===== config.mk =====
export PLATFORM = sky130hd
export DESIGN_NAME = rsa_regbank_ctrl
export DESIGN_NICKNAME = d
export VERILOG_FILES = /design/src/rtl/rsa_regbank_ctrl.sv
export SDC_FILE = /design/constraint.sdc
export NUM_CORES = 1
export LEC_CHECK = 0
export ABC_CLOCK_PERIOD_IN_PS = 2400
export CORE_ASPECT_RATIO = 0.75
export CORE_MARGIN = 10
export CORE_UTILIZATION = 40
export CTS_BUF_LIST = sky130_fd_sc_hd__clkbuf_16
export DETAILED_ROUTE_END_ITERATION = 6
export GPL_TIMING_DRIVEN = 0
export PLACE_DENSITY = 0.68
export SLEW_MARGIN = 40
export SYNTH_ARGS = -nofsm -noshare
export SYNTH_HDL_FRONTEND = slang
export SYNTH_SLANG_ARGS = --single-unit

===== constraint.sdc =====
create_clock -name clk -period 2.4 [get_ports clk]
set_input_delay 0.48 -clock clk [delete_from_list [all_inputs] [get_ports clk]]
set_output_delay 0.48 -clock clk [all_outputs]
set_load 0.02 [all_outputs]

===== src/rtl/rsa_regbank_ctrl.sv =====
// Register bank, start/done control FSM and sticky status for the modexp core.
// Reads are combinational; writes and core handshakes take effect on the next cycle.
module rsa_regbank_ctrl #(
  parameter int ADDR_W   = 4,
  parameter int REG_W    = 8,
  parameter int OP_BYTES = 2,
  localparam int OP_W    = OP_BYTES * REG_W
) (
  input  logic              clk,
  input  logic              rst,
  input  logic [ADDR_W-1:0] reg_addr,
  input  logic [REG_W-1:0]  reg_wdata,
  input  logic              reg_wr,
  output logic [REG_W-1:0]  reg_rdata,
  output logic [REG_W-1:0]  status_o,
  output logic              core_start,
  input  logic              core_done,
  input  logic [OP_W-1:0]   core_result,
  output logic [OP_W-1:0]   op_p,
  output logic [OP_W-1:0]   op_e,
  output logic [OP_W-1:0]   op_m,
  output logic [OP_W-1:0]   op_const,
  output logic              irq
);

  localparam int ADDR_STATUS = 0;
  localparam int ADDR_CTRL   = 1;
  localparam int OPR_BASE    = 2;
  localparam int OPR_NUM     = 4 * OP_BYTES;
  localparam int RES_BASE    = OPR_BASE + OPR_NUM;

  localparam logic [0:0] ST_IDLE = 1'b0;
  localparam logic [0:0] ST_RUN  = 1'b1;

  logic [0:0]       state_q;
  logic             done_q;
  logic             err_q;
  logic             irq_en_q;
  logic             irq_q;
  logic             start_q;
  logic [REG_W-1:0] opr_q [OPR_NUM];
  logic [REG_W-1:0] res_q [OP_BYTES];

  int   addr_i;
  logic running;
  logic wr_status;
  logic wr_ctrl;
  logic wr_opr;
  logic start_req;
  logic start_ok;
  logic done_evt;
  logic err_evt;

  assign addr_i    = int'(reg_addr);
  assign running   = (state_q == ST_RUN);
  assign wr_status = reg_wr && (addr_i == ADDR_STATUS);
  assign wr_ctrl   = reg_wr && (addr_i == ADDR_CTRL);
  assign wr_opr    = reg_wr && (addr_i >= OPR_BASE) && (addr_i < RES_BASE);
  assign start_req = wr_ctrl && reg_wdata[0];
  assign start_ok  = start_req && !running;
  assign done_evt  = running && core_done;
  // Operand or restart writes while the core is busy are rejected and flagged.
  assign err_evt   = running && (wr_opr || start_req);

  always_ff @(posedge clk) begin
    if (rst) begin
      state_q  <= ST_IDLE;
      done_q   <= 1'b0;
      err_q    <= 1'b0;
      irq_en_q <= 1'b0;
      irq_q    <= 1'b0;
      start_q  <= 1'b0;
      for (int i = 0; i < OPR_NUM; i++) opr_q[i] <= '0;
      for (int i = 0; i < OP_BYTES; i++) res_q[i] <= '0;
    end else begin
      start_q <= start_ok;
      irq_q   <= (done_q | err_q) & irq_en_q;

      case (state_q)
        ST_IDLE: if (start_ok) state_q <= ST_RUN;
        ST_RUN:  if (core_done) state_q <= ST_IDLE;
        default: state_q <= ST_IDLE;
      endcase

      if (wr_ctrl) irq_en_q <= reg_wdata[1];

      // Set beats a simultaneous write-one-to-clear.
      done_q <= done_evt | (done_q & ~(wr_status & reg_wdata[0]));
      err_q  <= err_evt  | (err_q  & ~(wr_status & reg_wdata[2]));

      for (int i = 0; i < OPR_NUM; i++)
        if (wr_opr && !running && (addr_i == OPR_BASE + i)) opr_q[i] <= reg_wdata;

      if (done_evt)
        for (int i = 0; i < OP_BYTES; i++) res_q[i] <= core_result[i*REG_W +: REG_W];
    end
  end

  always_comb begin
    status_o    = '0;
    status_o[0] = done_q;
    status_o[1] = running;
    status_o[2] = err_q;
  end

  always_comb begin
    reg_rdata = '0;
    if (addr_i == ADDR_STATUS) reg_rdata = status_o;
    if (addr_i == ADDR_CTRL)   reg_rdata[1] = irq_en_q;
    for (int i = 0; i < OPR_NUM; i++)
      if (addr_i == OPR_BASE + i) reg_rdata = opr_q[i];
    for (int i = 0; i < OP_BYTES; i++)
      if (addr_i == RES_BASE + i) reg_rdata = res_q[i];
  end

  for (genvar i = 0; i < OP_BYTES; i++) begin : g_op
    assign op_p[i*REG_W +: REG_W]     = opr_q[i];
    assign op_e[i*REG_W +: REG_W]     = opr_q[OP_BYTES + i];
    assign op_m[i*REG_W +: REG_W]     = opr_q[2*OP_BYTES + i];
    assign op_const[i*REG_W +: REG_W] = opr_q[3*OP_BYTES + i];
  end

  assign core_start = start_q;
  assign irq        = irq_q;

endmodule


Word level (Yosys, flattened, before mapping)
Memory sizes are Yosys's and may differ from the RTL's.
Index checks and enable logic that the tools add are counted.
- bits in registers: 6
- bits in writable memories: 80
- output and inout port bits: 82
- word-level logic and storage cells: 116
- memories kept: 2
- memories (name ; words ; width ; rd ports ; clocked after Yosys merged registers in ; wr ports ; line ; RTL):
    opr_q ; 8 ; 8 ; 8 ; 0 ; 8 ; 41 ; logic [REG_W-1:0] opr_q [OPR_NUM];
    res_q ; 2 ; 8 ; 2 ; 0 ; 2 ; 42 ; logic [REG_W-1:0] res_q [OP_BYTES];
- magnitude comparators: 2
- equality and inequality tests: 11
- mux-type cells: 54
- bitwise operators: 21
- reduce and logical (&&, ||, !) cells: 20
- operators with widths (cell ; number):
    2-to-1 mux 8 bit ; 20
    equality test 4 bit, second input constant ; 8
    zero test 32 bit ; 1
    2-to-1 mux 1 bit ; 32
    logical AND 1 bit ; 17
    OR 1 bit ; 13
    equality test 4 x 3 -> 1 bit, second input constant ; 2
    bitwise AND 1 bit ; 5
    equality test 4 x 2 -> 1 bit, second input constant ; 1
    greater-or-equal comparator 4 x 2 -> 1 bit, second input constant ; 1
    < comparator 4 bit, second input constant ; 1
    2-to-1 mux 3 bit ; 1
    inverter 1 bit ; 3
    case mux 1 bit (2 select lines) ; 1
    zero test 1 bit ; 1
    logical OR 1 bit ; 1

Longest topological paths before layout
- word-level depth: 13
- depth in mapped cells: 7
- gate-level depth less buffers: 4

Worst setup path after synthesis
OpenSTA, ideal clock, no wires.
- kind: input-to-output
- start: in reg_addr[0]
- end: out reg_rdata[7]
- data arrival time: 1690 ps
- data required time: 1920 ps
- path slack: 230 ps
- stages: 7
- cell sequence: buf_6 -> buf_12 -> buf_6 -> buf_4 -> nand3_1 -> nor2_1 -> o31ai_1
- longest elaborated chain between the ends: 11
- elaborated cells between the ends (all ways): 20
- those cells by class: 10 x eq/ne; 10 x mux
- ends and longest elaborated chain (item ; line ; RTL):
    start, declared ; 11 ; input logic [ADDR_W-1:0] reg_addr,
    equality test 4 x 3 -> 1 bit ; 111 ; if (addr_i == OPR_BASE + i) reg_rdata = opr_q[i];
    2-to-1 mux 8 bit (8 in a row) ; 111 ;
    2-to-1 mux 8 bit ; 113 ; if (addr_i == RES_BASE + i) reg_rdata = res_q[i];
    2-to-1 mux 8 bit * ; 113 ;
    end, declared ; 14 ; output logic [REG_W-1:0] reg_rdata,
Mark *: on every way between the ends. The rest lies on a longest branch, timed or not.

Worst setup path after layout
- start: in reg_addr[1]
- end: out reg_rdata[7]
The elaborated chain is that of the path after synthesis.

==> flow_metrics.py <==
metrics = {
    "timing": {
        "worst_slew_pin_slew_ns": 0.602,
        "relSlewSlack_pct": 59.7,
        "fin_crit_ns": 2.35,
        "fin_crit_sh_pct": 97.9,
        "holdWs_ns": 0.482,
        "fmax_mhz": 426,
        "drv_slew": 0,
        "setup_viol": 0,
        "rsz0062_at_grt": "no",
        "skew_ns": 0.00368,
        "hold_violations": 0,
    },
    "synthesis": {
        "syn_avg_cell_area_um2": 12.0,
        "synthFlopType": "edfxtp_1",
        "synth_edf_count": 80,
        "synthTopCellsByArea": "edfxtp_1 (58%), nor2_1 (5.6%), mux2i_1 (3.1%), dfxtp_1 (2.9%), buf_4 (2.5%)",
        "yosys.area.top_type_share_pct": 57.8,
        "synthDistinctLibCells": 57,
        "synth_seq_cells": 86,
        "synth_area_leader_cell": "edfxtp_1",
        "syn_inst": 346,
        "yosysMostFrequentCell": "edfxtp_1",
        "synthTopCellsByCount": "edfxtp_1 (80), nor2_1 (62), nand2_1 (25)",
        "yosysSeqAreaShare_pct": 60.7,
        "ys_async_sr_fraction_pct": 0,
        "ys_warn_count": 0,
        "syn_area_mm2": 0.00416,
    },
    "drt": {
        "avgRoutedWirePerCell_um": 21.8,
        "first_iter_violations": 413,
        "routed_via_density": 5.40,
        "drc_errors": 0,
        "num_vias": 3291,
        "ant_nets": 0,
        "drt_wl_total_um": 13300,
        "drt_first_pass_iters": 5,
    },
    "floorplan": {
        "num_rows": 32,
        "start_util_pct": 40.7,
        "ios": 114,
        "dieWidth_um": 138,
        "coreArea_mm2": 0.0102,
        "die_height_um": 108,
        "design.die.area_mm2": 0.0149,
    },
    "global_route": {
        "grt_use_total_pct": 17.8,
        "grt_overflow": 0,
        "grt_pass1_wl_um": 20000,
        "first_global_vias": 3472,
        "antenna_found_initial": 0,
        "grt_max_degree": 18,
    },
    "final_layout": {
        "final_nets": 501,
        "stdcell_area_mm2": 0.00577,
        "syn_to_final_growth_pct": 38.9,
        "antenna-diode-count": 0,
        "drive_above_1_share_pct": 18.1,
        "final_util_pct": 56.5,
    },
    "worst_hold_path": {
        "min_path_type": "flip-flop to flip-flop",
    },
    "power_and_ir_drop": {
        "p_per_area_mw_per_mm2": 676,
        "peakVddDrop_mv": 0.283,
        "p_leak_nw": 2.20,
    },
    "clock_tree": {
        "clock_latency_ns": 0.34,
        "clk_path_buf_depth": 2,
        "htree_levels": 3,
        "cts_root_buf": "clkbuf_16",
        "cts_tree": "built",
        "clock-sinks": 86,
        "clkTransAtPathRegs_ns": 0.06,
        "numCtsBuffers": 9,
        "ctsHoldBuffers": 0,
    },
    "place": {
        "dpl.hpwl_um": 9940,
        "routabilityCongestion": 0.897,
        "placed_cell_area_mm2": 0.00540,
        "port_buffers": 106,
    },
    "worst_setup_path": {
        "crit_required_ns": 1.92,
        "path_max_fanout": 10,
        "crit_arrival_ns": 1.87,
        "path_common_cell": "buf_4",
        "crit_chain": "buf_6 > buf_6 > buf_4 > buf_4 > a22oi_1 > o31ai_2 > buf_4",
        "path_delay_family": "buffers and inverters",
        "crit_slowest_cell": "o31ai_2",
        "crit_type": "input port to output port",
        "cp.buffers_inverters": 5,
        "worst_setup_path_start_kind": "input port",
        "cp_slowest_stage_delay_ns": 0.34,
        "critical_path.endpoint_type": "output port",
    },
    "run": {
        "cap_violations": 0,
    },
    "status": {
        "status": "complete, no violations",
    },
}
-- where the power goes --
part           internal, mW  total (mW)  leakage, nW  switching, mW
clock                 0.905        1.46        0.157          0.559
combinational         0.289       0.656         1.22          0.367
sequential             1.73        1.78        0.829         0.0515
total                  2.92        3.90         2.20          0.978
-- worst paths after layout --
path | from | endpoint | slack [ns] | depth (start not counted)
max | reg_addr[1] | reg_rdata[7] | 0.05 | 7
min | irq_en_q | irq | 0.48 | 1
max reg2reg | running | opr_q[0][29] | 0.36 | 5
min reg2reg | irq_en_q | irq | 0.48 | 1
-- metal layers --
layer	routed length [µm]	global-route usage (%)	part of all wire, %	up-vias
li1	-	-	-	1486
met1	5420	23.6	41	1601
met2	6170	28.0	46	189
met3	1600	5.61	12	15
met4	133	4.09	1.0	0
met5	0	0	0	-
-- metrics by stage --
step	setup slack (ns)	std cells	setup TNS, ns	power (mW)
CTS	0.0111	610	0	3.90
global route	0.00807	610	0	4.02
floorplan	0.230	350	0	2.13
global placement	-0.884	592	-20.82	2.45
finish	0.0500	610	0	3.90
detailed placement	-0.862	592	-22.63	2.45
-- worst register-to-register path: stages, from the launching register on --
cell	delay [ns]
dfxtp_1	0.47
and2b_1	0.29
and2_0	0.17
buf_2	0.15
nand2_2	0.22
nand2_1	0.36
-- kinds of logic (layout without fill, tap and decap cells) --
group,Yosys count,after routing,share of synthesized area (%)
AOI/OAI and AO/OA,53,53,9.21
buffers and inverters,40,164,6.29
DFF,86,86,60.7
muxes,23,23,6.74
other,1,5,0.0902
and+or+nand+nor,143,143,17.0
-- layout by cell type, fill, tap and decap left out, drive strengths merged, types with 2 or more instances in the layout --
| master | n |
|---|---|
| a211o | 2 |
| a21oi | 6 |
| a221oi | 3 |
| a22oi | 3 |
| a2bb2oi | 5 |
| a32oi | 2 |
| and2 | 17 |
| and2b | 3 |
| buf | 35 |
| bufinv | 2 |
| clkbuf | 11 |
| clkdlybuf4s50 | 96 |
| clkinv | 4 |
| conb | 5 |
| dfxtp | 6 |
| edfxtp | 80 |
| inv | 14 |
| mux2 | 7 |
| mux2i | 13 |
| mux4 | 3 |
| nand2 | 28 |
| nand2b | 2 |
| nand3 | 8 |
| nand3b | 3 |
| nand4 | 4 |
| nor2 | 64 |
| nor2b | 7 |
| o211ai | 2 |
| o21ai | 12 |
| o21bai | 2 |
| o221ai | 3 |
| o22ai | 4 |
| or3b | 2 |
-- area by class of cell --
cell class	count	area (µm²)
well taps	136	170
fillers	875	4440
repair buffers	108	1050
flip-flops and latches	86	2520
inverters	14	52.6
clock inverters	7	90.1
clock buffers	9	225
plain buffers	26	219
multi-input cells	224	1440
-- registers in the layout (all words and copies together) (netlist names) --
| name | flops |
|---|---|
| opr_q | 64 |
| res_q | 16 |
| core_start | 1 |
| done_q | 1 |
| err_q | 1 |
| irq | 1 |
| irq_en_q | 1 |
| running | 1 |
-- what timing repair did --
action                                  in CTS  in global routing
gates resized for setup                     59                 12
endpoints found under the setup margin       8                 34
cloned                                       1                  0
pin swaps                                    3                  4
buffers inserted                             1                  0
Note: power is estimated with default switching activity, not from simulation.
